--- config.mk ---
export PLATFORM = sky130hd
export DESIGN_NAME = pc_fetch_unit
export DESIGN_NICKNAME = d
export VERILOG_FILES = /design/src/rtl/pc_fetch_unit.sv
export SDC_FILE = /design/constraint.sdc
export NUM_CORES = 1
export LEC_CHECK = 0
export CAP_MARGIN = 5
export CORE_UTILIZATION = 52
export DETAILED_ROUTE_END_ITERATION = 12
export PLACE_DENSITY_LB_ADDON = 0.3
export SYNTH_ARGS = -nofsm -noshare
export SYNTH_HDL_FRONTEND = slang
export SYNTH_SLANG_ARGS = --single-unit
--- constraint.sdc ---
create_clock -name clk -period 4.35 [get_ports clk]
set_clock_uncertainty 0.05 [all_clocks]
set_input_delay 0.87 -clock clk [delete_from_list [all_inputs] [get_ports clk]]
set_output_delay 0.87 -clock clk [all_outputs]
set_load 0.01 [all_outputs]
--- src/rtl/pc_fetch_unit.sv ---
// pc_fetch_unit: program-counter unit with sequential advance, jump/branch
// redirects and a one-entry buffer for a redirect that arrives while fetch
// is blocked.
// Optional feature macro: PC_TRAP_EN (adds trap_i, epc_o and TRAP_VECTOR).
//
// state  | meaning
// S_BOOT | leaving reset, no fetch request issued yet
// S_RUN  | issuing fetches, no redirect buffered
// S_HOLD | fetch blocked with a redirect target buffered in r_pend_pc
module pc_fetch_unit #(
  parameter int               XLEN         = 32,
  parameter int               INC          = 4,
  parameter logic [XLEN-1:0]  RESET_VECTOR = '0
`ifdef PC_TRAP_EN
  ,parameter logic [XLEN-1:0] TRAP_VECTOR  = XLEN'(32'h0000_0100)
`endif
) (
  input  logic            clk,
  input  logic            rst_n,
  input  logic            stall_i,
  input  logic            jump_i,
  input  logic [XLEN-1:0] jump_target_i,
  input  logic            branch_taken_i,
  input  logic [XLEN-1:0] branch_target_i,
  input  logic            imem_ready_i,
  output logic [XLEN-1:0] pc_o,
  output logic [XLEN-1:0] pc_plus4_o,
  output logic            pc_valid_o,
  output logic            misalign_o
`ifdef PC_TRAP_EN
  ,input  logic            trap_i,
  output logic [XLEN-1:0] epc_o
`endif
);

  typedef enum logic [1:0] {S_BOOT, S_RUN, S_HOLD} state_t;

  state_t          r_state, w_state_nxt;
  logic [XLEN-1:0] r_pc, w_pc_nxt;
  logic [XLEN-1:0] r_pend_pc, w_pend_nxt;
  logic            r_misalign, w_misalign_nxt;
  logic            w_adv;
  logic            w_redir;
  logic [XLEN-1:0] w_redir_raw;
  logic [XLEN-1:0] w_redir_tgt;
  logic            w_redir_mis;
  logic [XLEN-1:0] w_pc_inc;
`ifdef PC_TRAP_EN
  logic [XLEN-1:0] r_epc, w_epc_nxt;
`endif

  // Redirect selection: jump beats branch; the low two bits are dropped so
  // the PC always stays word aligned, and the drop is reported as misalign.
  assign w_redir     = jump_i | branch_taken_i;
  assign w_redir_raw = jump_i ? jump_target_i : branch_target_i;
  assign w_redir_tgt = {w_redir_raw[XLEN-1:2], 2'b00};
  assign w_redir_mis = w_redir & (|w_redir_raw[1:0]);
  assign w_pc_inc    = r_pc + XLEN'(INC);

  assign pc_valid_o  = (r_state != S_BOOT);
  assign w_adv       = pc_valid_o & imem_ready_i & ~stall_i;
  assign pc_o        = r_pc;
  assign pc_plus4_o  = w_pc_inc;
  assign misalign_o  = r_misalign;
`ifdef PC_TRAP_EN
  assign epc_o       = r_epc;
`endif

  // Next-state, next-PC and pending-buffer decisions.
  always_comb begin
    w_state_nxt    = r_state;
    w_pc_nxt       = r_pc;
    w_pend_nxt     = r_pend_pc;
    w_misalign_nxt = 1'b0;
`ifdef PC_TRAP_EN
    w_epc_nxt      = r_epc;
`endif
    case (r_state)
      S_BOOT: w_state_nxt = S_RUN;
      S_RUN: begin
        if (w_adv) begin
          w_pc_nxt       = w_redir ? w_redir_tgt : w_pc_inc;
          w_misalign_nxt = w_redir_mis;
        end else if (w_redir) begin
          w_pend_nxt     = w_redir_tgt;
          w_state_nxt    = S_HOLD;
          w_misalign_nxt = w_redir_mis;
        end
      end
      S_HOLD: begin
        if (w_adv) begin
          // A fresh redirect in the releasing cycle is newer than the buffer.
          w_pc_nxt       = w_redir ? w_redir_tgt : r_pend_pc;
          w_pend_nxt     = '0;
          w_state_nxt    = S_RUN;
          w_misalign_nxt = w_redir_mis;
        end else if (w_redir) begin
          w_pend_nxt     = w_redir_tgt;
          w_misalign_nxt = w_redir_mis;
        end
      end
      default: w_state_nxt = S_BOOT;
    endcase
`ifdef PC_TRAP_EN
    // Trap overrides everything, including stall and imem backpressure.
    if (trap_i) begin
      w_epc_nxt      = r_pc;
      w_pc_nxt       = TRAP_VECTOR;
      w_pend_nxt     = '0;
      w_state_nxt    = S_RUN;
      w_misalign_nxt = 1'b0;
    end
`endif
  end

  // State, PC, pending buffer and misalign pulse registers.
  always_ff @(posedge clk or negedge rst_n) begin
    if (!rst_n) begin
      r_state    <= S_BOOT;
      r_pc       <= RESET_VECTOR;
      r_pend_pc  <= '0;
      r_misalign <= 1'b0;
    end else begin
      r_state    <= w_state_nxt;
      r_pc       <= w_pc_nxt;
      r_pend_pc  <= w_pend_nxt;
      r_misalign <= w_misalign_nxt;
    end
  end

`ifdef PC_TRAP_EN
  // Exception PC captured on trap entry.
  always_ff @(posedge clk or negedge rst_n) begin
    if (!rst_n) r_epc <= '0;
    else        r_epc <= w_epc_nxt;
  end
`endif

endmodule

==> flow_metrics.tcl, run 1 <==
set metrics [dict create \
    track_usage_pct 30.6 \
    end_kind "output port" \
    yosysWarnings 0 \
    yosys_most_used_dff "dfrtp_1" \
    vias 4519 \
    avgSynthCellArea_um2 8.76 \
    io_pins 136 \
    clock_path_buffers 2 \
    nets 704 \
    p_leak_uw 0.00258 \
    grt_pass1_vias 4285 \
    fmax_mhz 264 \
    yosysSeqAreaShare_pct 36.9 \
    post_cts_resized 0 \
    synth_edf_count 0 \
    place_inst 724 \
    rrSetupSlack_ns 1.24 \
    period_share_pct 87.2 \
    hpwlAfterDp_um 9460 \
    synthArstFlopShare_pct 100 \
    die_area_mm2 0.00912 \
    worstPathArrival_ns 2.87 \
    grt_max_degree 80 \
    period_needed_ns 3.79 \
    required_ns 3.43 \
    syn_area_mm2 0.00455 \
    grt_pass1_wl_um 21400 \
    drive_above_1_share_pct 7.73 \
    final_cells 739 \
    register_area_mm2 0.00168 \
    syn_nets 593 \
    fin_setup_tns_ns 0 \
    holdBufCountCts 0 \
    maxCapViolCount 0 \
    port-buffer-count 135 \
    rows 33 \
    wl_um 13200 \
    antenna_found_initial 0 \
    grt_overflow 0 \
    cts_buffers 9 \
    multiInputGateArea_mm2 0.00267 \
    synth.ff_latch_count 67 \
    tritoncts "done" \
    critPathLaunchType "register" \
    die-width_um 95.5 \
    drc 0 \
    slew_headroom_pct 14.4 \
    rsz0062_at_grt "false" \
    drt_first_pass_iters 7 \
    layout-area-overhead-vs-synth_pct 33.4 \
    routed_via_density 6.12 \
    clk_latency_ns 0.34 \
    worstMarginPinSlew_ns 1.28 \
    hold_viol 0 \
    n_fill_cell 643 \
    power.density_mw_per_mm2 547 \
    drt_iter0_drc 307 \
    h-tree-depth 3 \
    path_class "register to output port" \
    ys_types 49 \
    cts.sinks 67 \
    start_util_pct 54.5 \
    postCtsSetupRepairBufs 0 \
    routabilityCongestion 0.878 \
    wl_per_cell_um 17.8 \
    report.final.slew_viol_count 0 \
    cts_root_buf "clkbuf_8" \
    core_area_mm2 0.00834 \
    ant_nets 0 \
    setup_viol 0 \
    peakVddDrop_v 0.000270 \
    netlist_instances 519 \
    clk_pin_slew_ns 0.07 \
    die_h_um 95.5 \
    outcome "complete, no violations" \
    n_antenna_cell 0 \
    hold_path.class "register to register" \
    crit_fanout 9 \
]
==> placed cells by master (no fill, tap or decap), drive strengths merged, types with 3 or more instances in the layout <==
master	synthesis	layout
clkdlybuf4s50	0	133
o21ai	84	84
dfrtp	67	67
nand2	61	61
nor2	48	48
mux2i	30	30
a22oi	28	28
a21oi	24	24
xor2	20	20
o2bb2ai	18	18
clkbuf	27	12
a221oi	11	11
nand3	10	10
buf	15	9
inv	8	8
xnor2	8	8
nor4	8	8
nor3	7	7
and4	4	4
o32ai	4	4
ha	4	4
and2	4	4
and3	3	3
nand4	3	3
a22o	3	3
clkinv	0	3
==> report_power, final <==
part / total (µW) / internal (µW) / switching [µW]
Combinational: 1670 / 854 / 814
Sequential: 1200 / 896 / 306
Clock: 446 / 217 / 229
==> path summary, 6_finish.rpt <==
kind                            depth (start not counted)              to          start
worst max-delay path                                    5  pc_plus4_o[17]        pc_o[9]
worst min-delay path                                    2   r_pend_pc[16]  r_pend_pc[16]
worst max register to register                          7        pc_o[21]     r_state[0]
worst min register to register                          2   r_pend_pc[16]  r_pend_pc[16]
max in group asynchronous                               2   r_pend_pc[18]          rst_n
min in group asynchronous                               1        pc_o[12]          rst_n
==> per-layer routing <==
metal	part of all wire, %	routed length (µm)	up-vias	GRT usage, %
li1	-	-	2106	-
met1	44	5730	2160	43.1
met2	47	6150	223	46.1
met3	7.5	984	30	5.66
met4	2.3	297	0	12.6
met5	0	0	-	0
==> cell usage after synthesis (2+ instances only) <==
cell type	number	area [µm²]
a21oi_1	24	120
a221oi_1	11	96.3
a22o_1	3	26.3
a22oi_1	28	210
and2_1	3	18.8
and3_1	3	18.8
and4_1	4	35.0
buf_1	5	18.8
buf_2	6	30.0
buf_4	2	15.0
buf_6	2	22.5
clkbuf_1	27	101
dfrtp_1	67	1680
ha_1	4	50.1
inv_1	8	30.0
mux2_2	2	22.5
mux2i_1	30	300
nand2_1	61	229
nand2b_1	2	12.5
nand3_1	8	40.0
nand4_1	3	18.8
nor2_1	47	176
nor2b_1	2	12.5
nor3_1	2	10.0
nor3_2	3	30.0
nor3_4	2	32.5
nor3b_2	2	25.0
nor4_4	7	149
o211ai_1	2	15.0
o21ai_0	83	415
o2bb2ai_1	18	158
o32ai_1	4	35.0
or3_1	2	12.5
xnor2_1	8	70.1
xor2_1	20	175
==> flip-flops by register name, indices dropped and copies added (netlist names) <==
| name | count |
|---|---|
| pc_o | 32 |
| r_state | 2 |
| r_pend_pc | 32 |
| misalign_o | 1 |
==> final cells by class <==
type                       count  area share [%]
clock buffer                  12            2.39
clock inverter                 3           0.248
inverter                       8           0.495
multi-input combinational    402            44.0
sequential                    67            27.7
tap                          105            2.17
timing repair buffer         142            23.0
==> kinds of logic (layout without fill, tap and decap cells) <==
logic type,Yosys count,count (layout),share of synthesized area [%]
and+or+nand+nor,161,161,20.5
xor gates and xnor gates,28,28,5.40
adders and majority gates,4,4,1.10
buffers and inverters,50,165,4.79
AOI/OAI and AO/OA,177,177,24.2
muxes,32,32,7.10
DFF,67,67,36.9
==> critical path, stage by stage, from the launching register on <==
cell and delay, ns:
dfrtp_1 0.49, nand2_1 0.22, or3_1 0.63, nor3_1 0.42
xor2_1 0.22, clkdlybuf4s50_1 0.56
==> stage by stage <==
step | setup slack [ns] | hold WS (ns) | total power, µW | util (%) | instance area, µm²
floorplan | 1.66 | 0.394 | 2010 | - | 4550
global placement | 1.00 | 0.413 | 2810 | 70.8 | 5900
detailed placement | 0.953 | 0.421 | 2880 | 70.8 | 5900
CTS | 0.578 | 0.437 | 3320 | 72.7 | 6060
global route | 0.383 | 0.455 | 3560 | 72.7 | 6060
finish | 0.557 | 0.430 | 3320 | 72.7 | 6060
No activity file was read; power rests on OpenSTA's default activity.
==> run 2: changes to the inputs <==
--- a/config.mk
+++ b/config.mk
@@ -5,7 +5,6 @@
 export SDC_FILE = /design/constraint.sdc
 export NUM_CORES = 1
 export LEC_CHECK = 0
-export CAP_MARGIN = 5
 export CORE_UTILIZATION = 52
 export DETAILED_ROUTE_END_ITERATION = 12
 export PLACE_DENSITY_LB_ADDON = 0.3
==> results of run 2 <==
No change in the layout: final DEF, timing and power equal those of run 1.
